--- src/rtl/lsu_pkg.sv ---
// Shared encodings for the load/store unit: access sizes, FSM states and
// small address helpers used by the top and the byte-lane sub-module.
// Purely declarative; no logic of its own.
package lsu_pkg;

    localparam logic [1:0] SIZE_B = 2'b00;
    localparam logic [1:0] SIZE_H = 2'b01;
    localparam logic [1:0] SIZE_W = 2'b10;
    localparam logic [1:0] SIZE_R = 2'b11;

    typedef enum logic [1:0] {
        IDLE   = 2'b00,
        ACCESS = 2'b01,
        WRITE  = 2'b10,
        DONE   = 2'b11
    } lsu_state_t;

    // Byte offset of the addressed lane after aligning down to the access size.
    function automatic logic [1:0] lane_offset(input logic [1:0] size, input logic [1:0] adr_lo);
        case (size)
            SIZE_B:  return adr_lo;
            SIZE_H:  return {adr_lo[1], 1'b0};
            default: return 2'b00;
        endcase
    endfunction

    // Accesses that cannot be served without alignment fix-up (reserved size included).
    function automatic logic is_misaligned(input logic [1:0] size, input logic [1:0] adr_lo);
        return ((size == SIZE_H) && adr_lo[0]) ||
               ((size == SIZE_W) && (adr_lo != 2'b00)) ||
               (size == SIZE_R);
    endfunction

endpackage

--- src/rtl/lsu_byte_lane.sv ---
// Big-endian lane helper: extracts and sign/zero-extends a byte or halfword,
// and merges store data into a word. Combinational, zero latency, no handshake.
// Ports: word (memory word), offset (lane), size, is_unsigned, wdata (right-justified)
//        -> load_data (extended result), store_data (merged word; wdata for word size).
module lsu_byte_lane
    import lsu_pkg::*;
(
    input  logic [31:0] word,
    input  logic [1:0]  offset,
    input  logic [1:0]  size,
    input  logic        is_unsigned,
    input  logic [31:0] wdata,
    output logic [31:0] load_data,
    output logic [31:0] store_data
);

    logic [4:0]  byte_sh;
    logic [4:0]  half_sh;
    logic [7:0]  byte_val;
    logic [15:0] half_val;

    always_comb begin
        // Offset 0 is the most significant byte, so the bit position is 8*(3-offset).
        byte_sh    = {~offset, 3'b000};
        half_sh    = {~offset[1], 4'b0000};
        byte_val   = word[byte_sh +: 8];
        half_val   = word[half_sh +: 16];
        load_data  = word;
        store_data = wdata;
        case (size)
            SIZE_B: begin
                load_data  = is_unsigned ? {24'h0, byte_val} : {{24{byte_val[7]}}, byte_val};
                store_data = word;
                store_data[byte_sh +: 8] = wdata[7:0];
            end
            SIZE_H: begin
                load_data  = is_unsigned ? {16'h0, half_val} : {{16{half_val[15]}}, half_val};
                store_data = word;
                store_data[half_sh +: 16] = wdata[15:0];
            end
            default: ;
        endcase
    end

endmodule

--- src/rtl/load_store_unit.sv ---
// Load/store unit between core and a word-wide big-endian memory (sub-word
// stores are read-modify-write). Latency: load/word store 2, sub-word store 3,
// trapped access 1. Backpressure: req_ready only in IDLE; responses cannot stall.
// Ports: req_* (core request), resp_* (one-cycle completion), mem_adr /
// to_be_written_data / MemWrite / read_data (memory, combinational read).
// Option: LSU_MISALIGN_TRAP_EN turns misaligned/reserved-size accesses into
// 1-cycle error responses; otherwise addresses are aligned down and size 11 is a word.
module load_store_unit #(
    parameter int N = 32
) (
    input  logic         clk,
    input  logic         rst_n,
    input  logic         req_valid,
    output logic         req_ready,
    input  logic         req_write,
    input  logic [1:0]   req_size,
    input  logic         req_unsigned,
    input  logic [N-1:0] req_adr,
    input  logic [N-1:0] req_wdata,
    output logic         resp_valid,
    output logic [N-1:0] resp_rdata,
    output logic         resp_err,
    output logic [N-1:0] mem_adr,
    output logic [N-1:0] to_be_written_data,
    output logic         MemWrite,
    input  logic [N-1:0] read_data
);
    import lsu_pkg::*;

    lsu_state_t   state, state_n;
    logic         accept;
    logic         wr_q, uns_q;
    logic [1:0]   size_q;
    logic [N-1:0] adr_q, wdata_q, data_q;
    logic         sub_store;
    logic         rdata_en;
    logic [1:0]   offset;
    logic [N-1:0] lane_word, load_ext, merged;

`ifdef LSU_MISALIGN_TRAP_EN
    logic err_q;
    logic trap;
    assign trap = is_misaligned(req_size, req_adr[1:0]);
`endif

    // rst_n gating keeps req_ready low for the whole reset window.
    assign req_ready = rst_n && (state == IDLE);
    assign accept    = req_valid && req_ready;
    assign sub_store = (size_q != SIZE_W);
    assign offset    = lane_offset(size_q, adr_q[1:0]);
    // In WRITE the lane merges into the word captured during ACCESS.
    assign lane_word = (state == WRITE) ? data_q : read_data;

    lsu_byte_lane u_lane (
        .word        (lane_word),
        .offset      (offset),
        .size        (size_q),
        .is_unsigned (uns_q),
        .wdata       (wdata_q),
        .load_data   (load_ext),
        .store_data  (merged)
    );

    always_ff @(posedge clk or negedge rst_n) begin
        if (!rst_n) state <= IDLE;
        else        state <= state_n;
    end

    always_comb begin
        state_n            = state;
        mem_adr            = '0;
        MemWrite           = 1'b0;
        to_be_written_data = '0;
        resp_valid         = 1'b0;
        case (state)
            IDLE: begin
                if (accept) begin
`ifdef LSU_MISALIGN_TRAP_EN
                    state_n = trap ? DONE : ACCESS;
`else
                    state_n = ACCESS;
`endif
                end
            end
            ACCESS: begin
                mem_adr = {adr_q[N-1:2], 2'b00};
                if (wr_q && !sub_store) begin
                    MemWrite           = 1'b1;
                    to_be_written_data = wdata_q;
                    state_n            = DONE;
                end else if (wr_q) begin
                    state_n = WRITE;
                end else begin
                    state_n = DONE;
                end
            end
            WRITE: begin
                mem_adr            = {adr_q[N-1:2], 2'b00};
                MemWrite           = 1'b1;
                to_be_written_data = merged;
                state_n            = DONE;
            end
            DONE: begin
                resp_valid = 1'b1;
                state_n    = IDLE;
            end
            default: state_n = IDLE;
        endcase
    end

    // Load data is only returned for real loads; stores and traps read as zero.
`ifdef LSU_MISALIGN_TRAP_EN
    assign rdata_en   = (state == DONE) && !wr_q && !err_q;
    assign resp_err   = (state == DONE) && err_q;
`else
    assign rdata_en   = (state == DONE) && !wr_q;
    assign resp_err   = 1'b0;
`endif
    assign resp_rdata = rdata_en ? data_q : '0;

    always_ff @(posedge clk or negedge rst_n) begin
        if (!rst_n) begin
            wr_q    <= 1'b0;
            uns_q   <= 1'b0;
            size_q  <= SIZE_W;
            adr_q   <= '0;
            wdata_q <= '0;
            data_q  <= '0;
`ifdef LSU_MISALIGN_TRAP_EN
            err_q   <= 1'b0;
`endif
        end else begin
            if (accept) begin
                wr_q    <= req_write;
                uns_q   <= req_unsigned;
                size_q  <= (req_size == SIZE_R) ? SIZE_W : req_size;
                adr_q   <= req_adr;
                wdata_q <= req_wdata;
`ifdef LSU_MISALIGN_TRAP_EN
                err_q   <= trap;
`endif
            end
            // Loads keep the extended result; sub-word stores keep the raw word for merging.
            if (state == ACCESS) data_q <= wr_q ? read_data : load_ext;
        end
    end

endmodule

--- config.mk ---
export PLATFORM = sky130hd
export DESIGN_NAME = load_store_unit
export DESIGN_NICKNAME = d
export VERILOG_FILES = /design/src/rtl/lsu_pkg.sv /design/src/rtl/lsu_byte_lane.sv /design/src/rtl/load_store_unit.sv
export SDC_FILE = /design/constraint.sdc
export NUM_CORES = 1
export LEC_CHECK = 0
export CAP_MARGIN = 30
export CORE_MARGIN = 2
export CORE_UTILIZATION = 44
export DETAILED_ROUTE_END_ITERATION = 10
export PLACE_DENSITY = 0.83
export SLEW_MARGIN = 5
export SYNTH_ARGS = -nofsm -noshare
export SYNTH_HDL_FRONTEND = slang
export SYNTH_SLANG_ARGS = --single-unit
--- constraint.sdc ---
create_clock -name clk -period 3.1 [get_ports clk]
set_clock_uncertainty 0.15 [all_clocks]
set_input_delay 0.62 -clock clk [delete_from_list [all_inputs] [get_ports clk]]
set_output_delay 0.62 -clock clk [all_outputs]
set_load 0.05 [all_outputs]
# Yosys cells after proc, flatten, opt, wreduce, memory -nomap -nowiden

Index checks and enable logic that the tools add are counted.
Widths: inputs -> output; s select.

Add/subtract/negate cells: 2
Multiply operators: 0
Div/mod/pow operators: 0
Magnitude comparators: 0
Equality and inequality tests: 7
Shift-type cells: 6
Mux-type cells: 21
Bitwise logic cells: 2
Reduce and logical (&&, ||, !) cells: 9

Operator list:

| cell                    | count |
|---|---|
| $mux 32                 | 7 |
| $pmux 32 s2             | 3 |
| $bwmux 32               | 2 |
| $shift 16x7->32 const A | 1 |
| $shift 8x7->32 const A  | 1 |
| $shiftx 16x7->32        | 1 |
| $shiftx 32x6->16        | 1 |
| $shiftx 32x6->8         | 1 |
| $shiftx 8x7->32         | 1 |
| $neg 5->7               | 2 |
| $pmux 2 s4              | 1 |
| $eq 2x2->1 const B      | 3 |
| $eq 2x1->1 const B      | 2 |
| $logic_and 1x1->1       | 4 |
| $logic_not 2->1         | 2 |
| $mux 1                  | 4 |
| $mux 2                  | 2 |
| $ne 2x2->1 const B      | 2 |
| $pmux 2 s2              | 1 |
| $logic_not 1->1         | 2 |
| $not 2->2               | 1 |
| $pmux 1 s2              | 1 |
| $reduce_or 2->1         | 1 |
| $not 1->1               | 1 |

Register bits: 102
Latch bits: 0
Bits in writable memories: 0
Memory bits (read-only): 0
Input port bits: 103
Output and inout bits: 100
Memories: 0

# Logic depth before layout (Yosys ltp)

Depth after elaboration: 8
Depth in mapped cells: 12
Depth with buffers taken out: 8

# Hierarchy

Synthesis repeated with hierarchy kept, for this count alone.

Cells, all modules: 739
Area, all modules: 7599.8 µm²

Modules (own cells, without submodules):

| module          | times used | cells each | area each (µm²) | sequential area each (µm²) |
|---|---|---|---|---|
| load_store_unit | 1          | 490        | 5791.8          | 2553.7 |
| lsu_byte_lane   | 1          | 249        | 1808.0          | 0.0 |

# Worst setup path before layout

Ideal clock, no wire load.

Kind: reg2out
Start: register size_q[0]
End: output port to_be_written_data[15]
Arrival time: 3.194 ns
Path slack: -0.864 ns
Cell stages (with the launch flop): 12
Buffers on the path: 4
Cells stage by stage: dfrtp_1 buf_2 buf_2 nor2_1 buf_2 and2_1 ha_1 clkbuf_1 nand4b_1 a311oi_1 nor2_1 o21ai_0

Word-level cells in the longest chain between the ends: 8
Elaborated cells between the ends (all ways): 19

RTL lines:

| what                                           | line                                     | RTL |
|---|---|---|
| start, declared                                | load_store_unit.sv:33                    | `logic [1:0] size_q;` |
| start signal, assigned                         | load_store_unit.sv:136                   | `size_q <= (req_size == SIZE_R) ? SIZE_W : req_size;` |
| $eq 2x1->1 or $logic_not 2->1 (tied branches)  | lsu_pkg.sv:20, lsu_byte_lane.sv:30       |  |
| $pmux 2 s2                                     | lsu_pkg.sv:20                            | `case (size)` |
| $not 1->1 or $not 2->2 (tied branches)         | lsu_byte_lane.sv:25, lsu_byte_lane.sv:24 |  |
| $neg 5->7 (on tied branches)                   | lsu_byte_lane.sv:39, lsu_byte_lane.sv:34 |  |
| $shiftx 16x7->32, or another cell as far along | lsu_byte_lane.sv:39                      | `store_data[half_sh +: 16] = wdata[15:0];` |
| $bwmux 32 (on tied branches)                   | lsu_byte_lane.sv:39, lsu_byte_lane.sv:34 |  |
| $pmux 32 s2                                    | lsu_byte_lane.sv:30                      | `case (size)` |
| $pmux 32 s2 *                                  | load_store_unit.sv:75                    | `case (state)` |
| end, declared                                  | load_store_unit.sv:24                    | `output logic [N-1:0] to_be_written_data,` |

Every way passes the cells marked *; elsewhere a longest branch is shown, timed or not.

# Final worst setup path

Start: register size_q[1]
End: output port to_be_written_data[14]

The elaborated chain is that of the path after synthesis.

==> metrics.md <==
| Metric | Value |
|---|---|
| Status | `complete, but fails checks` |
| Failing checks | `setup timing` |
| Comb power frac | `73.4%` |
| Synth top area cells | `dfrtp_1 (35%), mux2_2 (13%), and2_1 (5.8%)` |
| I/O pin total | `203` |
| Worst Hold Class | `primary input to asynchronous set/reset pin` |
| CP required | `2.33 ns` |
| Final setup violating endpoints | `30` |
| Crit Path Class | `flip-flop to output pin` |
| Sequential share of the synthesized area | `35.26%` |
| Die W | `132.3 um` |
| Post-DP HPWL | `18,150 um` |
| Final-stage net count | `1,069` |
| Clock transition at path regs | `0.08 ns` |
| M1 GR Usage | `37.57%` |
| Iter 0 DRT Violations | `1,001` |
| GR Overflow Total | `0` |
| Mean Syn Cell Area | `9.298 um2` |
| # clock sinks | `102` |
| Pin count of the biggest net entering global routing | `67` |
| Fraction of registers with async set/reset | `100.0%` |
| DR pass1 iterations | `6` |
| Inserted Clock Buffers | `9` |
| Final wirelength | `25,580 um` |
| Drt drc | `0` |
| Share of cells above drive strength 1 | `31.95%` |
| Top Usage Layer GRT | `met2` |
| Period utilization | `106.4%` |
| Via Count | `7,355` |
| Area Growth Syn to Fin | `52.48%` |
| Internal | `7217 uW` |
| Hold slack | `0.1988 ns` |
| Starting Density | `45.27%` |
| Unrepaired setup endpoints after global routing | `yes` |
| Yosys synthesis warning count | `0` |
| Clk Latency, worst-skew pair | `0.36 ns` |
| Synthesized cell area | `7243 um2` |
| Min Tclk post-route | `3.297 ns` |
| Clk root buf | `clkbuf_16` |
| Register bit total from synthesis | `102` |
| GRT Util Overall | `28.70%` |
| Vias in the first global route | `7,249` |
| CP Launch Type | `flip-flop` |
| Crit Path Max Fanout | `7` |
| FF-to-FF path depth | `8` |
| Net Switching | `7263 uW` |
| Final worst slack | `-0.1971 ns` |
| Max-slew headroom | `40.16%` |
| Maximum capacitance violations | `0` |
| Average vias per placed instance | `6.228` |
| GR Util met2 | `46.50%` |
| Worst slew pin tran | `0.8967 ns` |
| Clock group share of total power | `8.0%` |
| Power per cell area | `1311 nW/um2` |
| Sum Neg Setup Slack | `-2.448 ns` |
| GR Layer Usage met3 | `5.536%` |
| Switching Fraction | `50.16%` |
| Slew Viols, Final | `0` |
| Sequential cell fraction of total power | `18.6%` |
| Longest Clk Path Bufs | `2` |
| Core Rows | `46` |
| Final Hold Fails | `0` |
| Cell taking the most area after synthesis | `dfrtp_1` |
| EDFF count, synth | `0` |
| Instance count of the mapped netlist | `779` |
| IO Port Bufs | `199` |
| Worst Path Arrival | `2.53 ns` |
| Wirelength per Cell | `21.66 um` |
| Antenna violations before repair | `1` |
| Distinct cell type count after synthesis | `67` |
| F_max | `303.3 MHz` |
| Die span in y | `132.3 um` |
| Pleak | `0.004361 uW` |
| GP Congestion | `0.9411` |
| Synth Flop Type | `dfrtp_1` |
| # H-tree levels | `3` |
| Post-route ant nets | `0` |
| Die area | `17,500 um2` |
| CORE AREA | `16,000 um2` |
| Maximum vdd drop | `0.001007 V` |
| First-pass GRT wire length | `39,960 um` |
| Crit. End Element | `output pin` |
| Cts hold-fix bufs | `0` |
| CTS tree | `done` |
| Post-synth top area share | `34.89%` |
==> layout by cell type, fill, tap and decap left out, drive strengths merged, types with 4 or more instances in the layout <==
| cell | n |
|---|---|
| nor3b | 15 |
| ha | 7 |
| a22o | 7 |
| nand4b | 6 |
| nand2 | 51 |
| dfrtp | 101 |
| o221ai | 8 |
| a211o | 9 |
| a22oi | 12 |
| o22ai | 39 |
| a21oi | 69 |
| nor2b | 8 |
| o21ai | 41 |
| buf | 136 |
| nor3 | 10 |
| nand2b | 7 |
| o2bb2ai | 4 |
| nor2 | 26 |
| inv | 17 |
| o2bb2a | 6 |
| clkdlybuf4s50 | 102 |
| a221oi | 12 |
| clkbuf | 10 |
| and2 | 67 |
| mux2i | 39 |
| nor4b | 5 |
| a31oi | 4 |
| mux2 | 81 |
| o211ai | 13 |
==> sequential cells by signal (all words and copies together) (netlist names) <==
name and cells:
adr_q 32, data_q 32, wdata_q 32, size_q 2, state 2, uns_q 1
wr_q 1
==> routing by layer <==
layer | up-vias | part of all wire [%]
li1 | 3254 | -
met1 | 3511 | 39
met2 | 495 | 47
met3 | 95 | 10
met4 | 0 | 4.2
met5 | - | 0
==> critical path, stage by stage (launching register included) <==
cell	delay, ns
dfstp_2	0.58
nor2_4	0.05
and2_4	0.16
ha_4	0.31
buf_4	0.17
nand3b_1	0.13
a31oi_1	0.24
o221ai_2	0.16
a21oi_4	0.20
buf_12	0.17
==> synthesized netlist by cell type (3+ instances only) <==
cell type  number
dfrtp_1       101
mux2_2         81
a21oi_1        68
and2_1         67
nand2_1        51
clkbuf_1       40
o21ai_0        39
o22ai_1        39
mux2i_1        37
nor2_1         26
buf_2          16
inv_1          14
nor3b_1        14
o211ai_1       13
a22oi_1        12
a221oi_1       11
nor3_1         10
a211o_1         9
buf_4           9
nor2b_1         8
o221ai_1        8
a22o_1          7
ha_1            7
nand2b_1        7
buf_6           6
nand4b_1        6
o2bb2a_1        6
nor4b_1         5
a31oi_1         4
o2bb2ai_1       4
a211oi_1        3
clkinv_1        3
nand3b_1        3
o2111ai_1       3
==> power groups by stage <==
stage                     combinational, uW  clock [uW]  sequential [uW]
after global placement                 9880           0             2610
after global routing                  11100        1210             2770
after floorplan                        6310           0             2400
after CTS                             10400        1160             2650
final                                 10600        1160             2700
after detailed placement              10000           0             2660
==> cell type report <==
class / count / area [um2]
fillers: 1154 / 4956
multi-input cells: 590 / 4641
repair buffers: 239 / 3221
flip-flops and latches: 102 / 2554
well taps: 216 / 270.3
clock buffers: 10 / 239.0
inverters: 17 / 63.81
clock inverters: 6 / 53.80
diodes: 1 / 2.502
==> cells by family (layout without fill, tap and decap cells) <==
| kind of cell | count (synthesis) | count (layout) | share of synthesized area (%) |
|---|---|---|---|
| fa+ha+maj | 7 | 7 | 1.209 |
| buf+inv | 89 | 272 | 5.977 |
| other cells | 1 | 4 | 0.05177 |
| simple gates | 212 | 212 | 16.57 |
| compound gates | 247 | 247 | 22.54 |
| mux | 121 | 121 | 18.40 |
| flops | 102 | 102 | 35.26 |
==> metrics by stage <==
step                utilization, %  setup slack (ns)  cells  power (uW)  area [um2]
finish                       69.03           -0.1971   1181       14480       11040
global route                 69.03           -0.2607   1181       15070       11040
CTS                          68.40           -0.1569   1179       14160       10940
detailed placement           65.26            0.1457   1157       12690       10440
global placement             65.26            0.1731   1157       12490       10440
floorplan                        -          -0.02486    781        8708        7422
==> path summary, 6_finish.rpt <==
check | startpoint | endpoint | slack, ns
max | size_q[1] | to_be_written_data[14] | -0.20
min | rst_n | uns_q | 0.20
max reg2reg | state[0] | data_q[27] | 0.13
min reg2reg | adr_q[31] | adr_q[31] | 0.35
max in group asynchronous | rst_n | wdata_q[5] | 1.90
min in group clk | adr_q[31] | adr_q[31] | 0.35
==> what timing repair did <==
action / in CTS / in global routing
buffers inserted: 5 / 1
cloned: 1 / 0
hold endpoints to repair: 0 / 0
setup endpoints to repair: 30 / 32
pin swaps: 23 / 12
resized for setup: 34 / 18
No activity file was read; power rests on OpenSTA's default activity.
